## config.mk

```make
export PLATFORM = sky130hd
export DESIGN_NAME = oled_frame_streamer_flat
export DESIGN_NICKNAME = d
export VERILOG_FILES = /design/src/rtl/oled_frame_streamer_if.sv /design/src/rtl/oled_frame_streamer.sv /design/src/flat_wrapper.sv
export SDC_FILE = /design/constraint.sdc
export NUM_CORES = 1
export LEC_CHECK = 0
export BUFFER_PORTS_ARGS = -buffer_cell sky130_fd_sc_hd__buf_2
export CAP_MARGIN = 20
export CORE_ASPECT_RATIO = 0.5
export CORE_MARGIN = 1
export CORE_UTILIZATION = 40
export DETAILED_ROUTE_END_ITERATION = 12
export PLACE_DENSITY = 0.65
export SYNTH_ARGS = -nofsm -noshare
export SYNTH_HDL_FRONTEND = slang
export SYNTH_SLANG_ARGS = --single-unit
```

## constraint.sdc

```tcl
create_clock -name clk -period 4.6 [get_ports clk]
set_clock_uncertainty 0.15 [all_clocks]
set_input_delay 0.69 -clock clk [delete_from_list [all_inputs] [get_ports clk]]
set_output_delay 0.69 -clock clk [all_outputs]
set_load 0.01 [all_outputs]
```

## src/rtl/oled_frame_streamer_if.sv

```systemverilog
// Framebuffer read port and display byte stream of the OLED frame streamer, bundled for one port connection.
// The master modport is the streamer side. The slave modport is the framebuffer/serializer side.
interface oled_frame_streamer_if;
  logic       fb_rst_complete;
  logic       fb_re;
  logic       fb_r_data_valid;
  logic [7:0] fb_dout;
  logic [7:0] fb_r_xpos;
  logic [7:0] fb_r_ypos;
  logic       fb_r_mode;
  logic [7:0] out_data;
  logic       out_valid;
  logic       out_ready;
  logic       out_first;

  modport master (
    input  fb_rst_complete, fb_r_data_valid, fb_dout, out_ready,
    output fb_re, fb_r_xpos, fb_r_ypos, fb_r_mode, out_data, out_valid, out_first
  );

  modport slave (
    output fb_rst_complete, fb_r_data_valid, fb_dout, out_ready,
    input  fb_re, fb_r_xpos, fb_r_ypos, fb_r_mode, out_data, out_valid, out_first
  );
endinterface

```

## src/rtl/oled_frame_streamer.sv

```systemverilog
// Streams one framebuffer frame, page by page and column by column, as valid/ready bytes.
// Each byte costs at least 3 cycles plus framebuffer latency, and it stalls in OUT while out_ready is low.
// OLED_STREAM_BITREV_EN bit-reverses each byte so that bit0 is the top row.
module oled_frame_streamer #(
  parameter int H_PIXELS = 128,
  parameter int V_PIXELS = 64
) (
  input  logic                  clk,
  input  logic                  rst,
  input  logic                  start,
  output logic                  busy,
  output logic                  frame_done,
  oled_frame_streamer_if.master bus
);

  typedef enum logic [2:0] {IDLE, REQ, RELEASE, OUT, DONE} state_t;

  localparam logic [7:0] LAST_COL  = 8'(H_PIXELS - 1);
  localparam logic [7:0] LAST_PAGE = 8'(V_PIXELS / 8 - 1);

  state_t     state, state_nxt;
  logic [7:0] col;
  logic [7:0] page;
  logic [7:0] data_q;
  logic [7:0] out_byte;
  logic       accept;
  logic       in_frame;
  logic       last_col;
  logic       last_byte;

  assign accept    = (state == IDLE) && start && bus.fb_rst_complete;
  assign in_frame  = (state == REQ) || (state == RELEASE) || (state == OUT);
  assign last_col  = (col == LAST_COL);
  assign last_byte = last_col && (page == LAST_PAGE);

  always_ff @(posedge clk) begin
    if (rst) state <= IDLE;
    else     state <= state_nxt;
  end

  always_comb begin
    state_nxt = state;
    case (state)
      IDLE:    if (accept) state_nxt = REQ;
      REQ:     if (bus.fb_r_data_valid) state_nxt = RELEASE;
      RELEASE: if (!bus.fb_r_data_valid) state_nxt = OUT;
      OUT:     if (bus.out_ready) state_nxt = last_byte ? DONE : REQ;
      DONE:    state_nxt = IDLE;
      default: state_nxt = IDLE;
    endcase
    // Losing the framebuffer mid-frame drops the frame silently.
    if (in_frame && !bus.fb_rst_complete) state_nxt = IDLE;
  end

  always_ff @(posedge clk) begin
    if (rst) begin
      col    <= '0;
      page   <= '0;
      data_q <= '0;
    end else if (accept) begin
      col  <= '0;
      page <= '0;
    end else begin
      if (state == REQ && bus.fb_r_data_valid) data_q <= bus.fb_dout;
      if (state == OUT && bus.out_ready) begin
        if (last_byte) begin
          col  <= '0;
          page <= '0;
        end else if (last_col) begin
          col  <= '0;
          page <= page + 8'd1;
        end else begin
          col <= col + 8'd1;
        end
      end
    end
  end

`ifdef OLED_STREAM_BITREV_EN
  always_comb begin
    out_byte = '0;
    for (int i = 0; i < 8; i++) out_byte[i] = data_q[7-i];
  end
`else
  assign out_byte = data_q;
`endif

  assign busy          = in_frame;
  assign frame_done    = (state == DONE);
  assign bus.fb_re     = (state == REQ);
  assign bus.fb_r_xpos = col;
  assign bus.fb_r_ypos = page << 3;
  assign bus.fb_r_mode = 1'b1;
  assign bus.out_valid = (state == OUT);
  assign bus.out_data  = out_byte;
  assign bus.out_first = (state == OUT) && (col == 8'd0) && (page == 8'd0);

endmodule

```

## src/flat_wrapper.sv

```systemverilog
// flat-port wrapper written by rule: the top's interface ports become plain ports
module oled_frame_streamer_flat 
#(
  parameter int H_PIXELS = 128,
  parameter int V_PIXELS = 64
)
  (clk, rst, start, busy, frame_done, bus_fb_rst_complete, bus_fb_r_data_valid, bus_fb_dout, bus_out_ready, bus_fb_re, bus_fb_r_xpos, bus_fb_r_ypos, bus_fb_r_mode, bus_out_data, bus_out_valid, bus_out_first);
  oled_frame_streamer_if bus_i ();
  input  logic clk;
  input  logic rst;
  input  logic start;
  output logic busy;
  output logic frame_done;
  input wire logic [$bits(bus_i.fb_rst_complete)-1:0] bus_fb_rst_complete;
  input wire logic [$bits(bus_i.fb_r_data_valid)-1:0] bus_fb_r_data_valid;
  input wire logic [$bits(bus_i.fb_dout)-1:0] bus_fb_dout;
  input wire logic [$bits(bus_i.out_ready)-1:0] bus_out_ready;
  output wire logic [$bits(bus_i.fb_re)-1:0] bus_fb_re;
  output wire logic [$bits(bus_i.fb_r_xpos)-1:0] bus_fb_r_xpos;
  output wire logic [$bits(bus_i.fb_r_ypos)-1:0] bus_fb_r_ypos;
  output wire logic [$bits(bus_i.fb_r_mode)-1:0] bus_fb_r_mode;
  output wire logic [$bits(bus_i.out_data)-1:0] bus_out_data;
  output wire logic [$bits(bus_i.out_valid)-1:0] bus_out_valid;
  output wire logic [$bits(bus_i.out_first)-1:0] bus_out_first;
  assign bus_i.fb_rst_complete = bus_fb_rst_complete;
  assign bus_i.fb_r_data_valid = bus_fb_r_data_valid;
  assign bus_i.fb_dout = bus_fb_dout;
  assign bus_i.out_ready = bus_out_ready;
  assign bus_fb_re = bus_i.fb_re;
  assign bus_fb_r_xpos = bus_i.fb_r_xpos;
  assign bus_fb_r_ypos = bus_i.fb_r_ypos;
  assign bus_fb_r_mode = bus_i.fb_r_mode;
  assign bus_out_data = bus_i.out_data;
  assign bus_out_valid = bus_i.out_valid;
  assign bus_out_first = bus_i.out_first;
  oled_frame_streamer #(.H_PIXELS(H_PIXELS), .V_PIXELS(V_PIXELS)) u_core (.clk(clk), .rst(rst), .start(start), .busy(busy), .frame_done(frame_done), .bus(bus_i));
endmodule
```

Word-level counts from Yosys, hierarchy flattened
Index checks and enable logic that the tools add are counted.

word-level totals
  output and inout port bits = 30
  bits in registers = 27
  logic and storage cells = 47

cells by class
  equal/unequal tests = 10
  reduce and logical (&&, ||, !) cells = 20
  mux-type cells = 10
  $add $sub $neg = 2
  bitwise operators = 1

operators with widths
  operator             count
  $mux 8               4
  $add 8x1->8 const B  2
  $logic_not 8->1      2
  $mux 3               5
  $pmux 3 s4           1
  $eq 8x3->1 const B   1
  $eq 8x7->1 const B   1
  $logic_and 1x1->1    8
  $eq 3x2->1 const B   2
  $ne 2x2->1 const B   3
  $reduce_and 2->1     2
  $reduce_and 4->1     1
  $reduce_or 2->1      2
  $eq 3x1->1 const B   1
  $eq 3x3->1 const B   1
  $logic_not 3->1      1
  $logic_or 1x1->1     2
  $ne 2x1->1 const B   1
  $reduce_bool 2->1    1
  $logic_not 1->1      1
  $not 1->1            1

Longest topological paths before layout
  word-level depth = 5
  depth in mapped cells = 6

Worst setup path before layout
Ideal clock, no wire load.

  path kind = in2reg
  from = in bus_out_ready
  to = reg u_core.page[6]
  arrival time = 1.756 ns
  path slack = 2.624 ns
  data required time = 4.380 ns
  setup time = 0.070 ns
  stages = 4
  buffers on the path = 0
  cell sequence = nand4b_1 or4_4 or3_1 a21oi_1

between the ends
  word-level cells in the longest chain between the ends = 2

ends and longest elaborated chain
  item                               RTL line                   source
  from (decl)                        flat_wrapper.sv:17         input wire logic [$bits(bus_i.out_ready)-1:0] bus_out_ready;
  $logic_and 1x1->1                  oled_frame_streamer.sv:65  if (state == OUT && bus.out_ready) begin
  $reduce_and 2->1 (no source line)  -
  to (signal assigned)               oled_frame_streamer.sv:71  page <= page + 8'd1;
  to (decl)                          oled_frame_streamer.sv:23  logic [7:0] page;

Every way passes these cells.
A chain may end at the register's enable or synchronous reset.

Worst setup path in the final report
  from = reg u_core.state[1]
  to = reg u_core.page[2]

between the ends
  word-level cells in the longest chain between the ends = 4
  elaborated cells between the ends (all ways) = 7
  classes of those cells = eq/ne: 1; reduce/logical: 6

ends and longest elaborated chain
  item                              RTL line                   source
  from (decl)                       oled_frame_streamer.sv:21  state_t state, state_nxt;
  from (signal assigned)            oled_frame_streamer.sv:38  else state <= state_nxt;
  $logic_not 3->1                   oled_frame_streamer.sv:31  assign accept = (state == IDLE) && start && bus.fb_rst_complete;
  $logic_and 1x1->1 (2 in a row)    oled_frame_streamer.sv:31
  $reduce_or 2->1 (no source line)  -

Several ways; a longest one is shown, not always the timed one.

==> metrics.cfg <==
[run_status]
status=finished, final reports clean

[setup_path]
cp_max_fo=12
worstPathRequired_ns=4.60
worstPathCellList=nand4b_1 -> or4_4 -> o21bai_1 -> nor2_1
crit_start=u_core.state[1]
slowest_stage=or4_4
cp-end-kind=register
cp-start-kind=register
critPathArrivalTime_ns=2.46
cp_slowest_stage_delay_ns=0.69
r2r-start=u_core.state[1]
crit_family=simple AND/OR/NAND/NOR gates
path_class=reg2reg
path_buf_inv=0

[yosys]
netlist_area_um2=1390
postSynthCellCount=159
yosysWarnings=0
avgSynthCellArea_um2=8.72
ys_types=35
yosysSeqAreaShare_pct=39.0
synth-seq-cells=27

[routing]
vias_per_cell=5.10
met1_length_mm=1.47
wl_met3_um=132
ant_nets=0
drtIter0Drc=43
drc=0
dr_wl_met2_mm=1.22
finalWirelength_mm=2.83
wire_per_inst_um=12.2
vias=1184
dr.pass1.iters=4
maxUsedRoutingLayer=met4

[finish]
drive_gt1_share_pct=26.0
layout.nets=211
area_growth_pct=15.8
diodes=0
final_cell_mix=39 x buf_2, 28 x nor2_1, 27 x dfxtp_1
final_common_cell=buf_2

[grt]
globalRouteOverflowTotal=0
grt_max_degree=16
grt_pass1_wl_mm=4.73
grt_usage_pct=16.2
grt_pass1_vias=1049
grt_antenna_before_repair=0

[sta]
timing_worst_slew_pin_value_ns=0.587
drv_slew=0
max_freq_mhz=407
hold_viol=0
tns_ns=0
setup_violations=0
layout_min_cycle_time_ns=2.46
slew_headroom_pct=60.7
rsz0062_at_grt=no
period_share_pct=53.5
worst_hold_slack_ns=0.352

[die]
die_x_um=85.3
die_y_um=43.6
fp-row-count=14
start_util_pct=44.0
die-area_um2=3720
ios=44
core_um2=3150

[power]
netSwitchingFraction_pct=24.3
combPwrFrac_pct=10.2
intPower_w=0.000317
switchingPower_w=0.000102
power_density_nw_per_um2=261
leakage_nw=0.656
sequentialPowerShare_pct=58.1
max-vdd-ir-drop_v=0.000144
p_clk_share_pct=31.8

[clock_tree]
cts_buffers=3
htree_num_levels=1
cts_resized=0
clk_path_buf_depth=2
postCtsSetupRepairBufs=0
cts_tree=yes
cts-root-buf=clkbuf_8
cts.sinks=27
clkLatencyLatePin_ns=0.27
clkTransAtPathRegs_ns=0.09
cts_hold_buf=0

[min_path]
holdCritPathClass=reg2reg
hp-start=u_core.bus.out_data[1]

[flow_run]
cap_violations=0

[place]
dp_hpwl_mm=2.12
globalplace.congestion=0.768
port_buffers=39

==> layout make-up <==
cell class | instances | area (um2)
Timing Repair Buffer | 39 | 195
Clock inverter | 1 | 5.00
Tap cell | 40 | 50.0
Sequential cell | 27 | 541
Inverter | 7 | 26.3
Clock buffer | 3 | 41.3
Multi-Input combinational cell | 115 | 747
Fill cell | 319 | 1550
==> power groups by stage <==
| stage | clock, W | combinational [W] | sequential, W |
|---|---|---|---|
| finish | 0.000133 | 0.0000426 | 0.000243 |
| global route | 0.000148 | 0.0000476 | 0.000244 |
| detailed placement | 0 | 0.0000428 | 0.000249 |
| global placement | 0 | 0.0000420 | 0.000248 |
| CTS | 0.000137 | 0.0000430 | 0.000243 |
| floorplan | 0 | 0.0000288 | 0.000248 |
==> worst register-to-register path, stage by stage, from the launching register on <==
cell	delay [ns]
dfxtp_1	0.49
nand4b_1	0.53
or4_4	0.69
o21bai_1	0.39
nor2_1	0.10
==> routing by layer <==
metal	track usage (%)	vias up
li1	-	599
met2	26.5	31
met5	0	-
met3	5.14	2
met4	1.00	0
met1	22.4	552
==> cell usage after synthesis <==
| master | number | area share [%] |
|---|---|---|
| nor2_1 | 28 | 7.6 |
| dfxtp_1 | 27 | 39 |
| mux2i_1 | 12 | 8.7 |
| xnor2_1 | 11 | 6.9 |
| buf_4 | 9 | 4.9 |
| nor3_1 | 9 | 3.2 |
| inv_1 | 7 | 1.9 |
| nand2_1 | 7 | 1.9 |
| a21oi_1 | 5 | 1.8 |
| nand3_1 | 5 | 1.8 |
| ha_1 | 4 | 3.6 |
| nor4_1 | 4 | 1.8 |
| nand2b_1 | 3 | 1.4 |
| nand4b_1 | 3 | 1.9 |
| and3_1 | 2 | 0.90 |
| conb_1 | 2 | 0.54 |
| nor4_2 | 2 | 1.8 |
| or2_2 | 2 | 0.90 |
| a2111oi_1 | 1 | 0.72 |
| a211oi_1 | 1 | 0.54 |
| a21boi_0 | 1 | 0.54 |
| a41o_1 | 1 | 0.72 |
| and3b_1 | 1 | 0.63 |
| buf_1 | 1 | 0.27 |
| buf_2 | 1 | 0.36 |
| clkbuf_1 | 1 | 0.27 |
| nand3_2 | 1 | 0.72 |
| nand3b_1 | 1 | 0.54 |
| nor2_2 | 1 | 0.45 |
| o2111a_1 | 1 | 0.81 |
| o21ai_0 | 1 | 0.36 |
| o21bai_1 | 1 | 0.54 |
| or3_1 | 1 | 0.45 |
| or4_4 | 1 | 0.81 |
| or4b_1 | 1 | 0.72 |
==> cells by family after synthesis <==
family	Yosys count	synth area share (%)
adders and majority gates	4	3.61
xor gates and xnor gates	11	6.95
buffers and inverters	19	7.67
and+or+nand+nor	72	27.5
AOI/OAI and AO/OA	12	6.05
other	2	0.542
DFF	27	39.0
muxes	12	8.66
==> through the flow <==
step | total power, W | instance area [um2] | setup slack [ns] | instances | util (%)
finish | 0.000419 | 1610 | 2.14 | 232 | 50.9
global route | 0.000440 | 1610 | 1.91 | 232 | 50.9
CTS | 0.000423 | 1610 | 2.09 | 232 | 50.9
detailed placement | 0.000291 | 1560 | 1.82 | 228 | 49.4
global placement | 0.000290 | 1560 | 1.91 | 228 | 49.4
floorplan | 0.000277 | 1390 | 2.62 | 161 | -
==> final timing paths <==
path | slack [ns] | to | depth (start not counted)
worst min register to register | 0.35 | u_core.bus.out_data[1] | 2
worst max-delay path | 2.14 | u_core.page[2] | 4
worst min-delay path | 0.35 | u_core.bus.out_data[1] | 2
worst max register to register | 2.14 | u_core.page[2] | 4
==> sequential cells by signal, summed over array words and instances (netlist names) <==
register / count
u_core.bus.out_data: 8
u_core.state: 3
u_core.page: 8
u_core.bus.fb_r_xpos: 8
(Power assumes the default switching activity.)
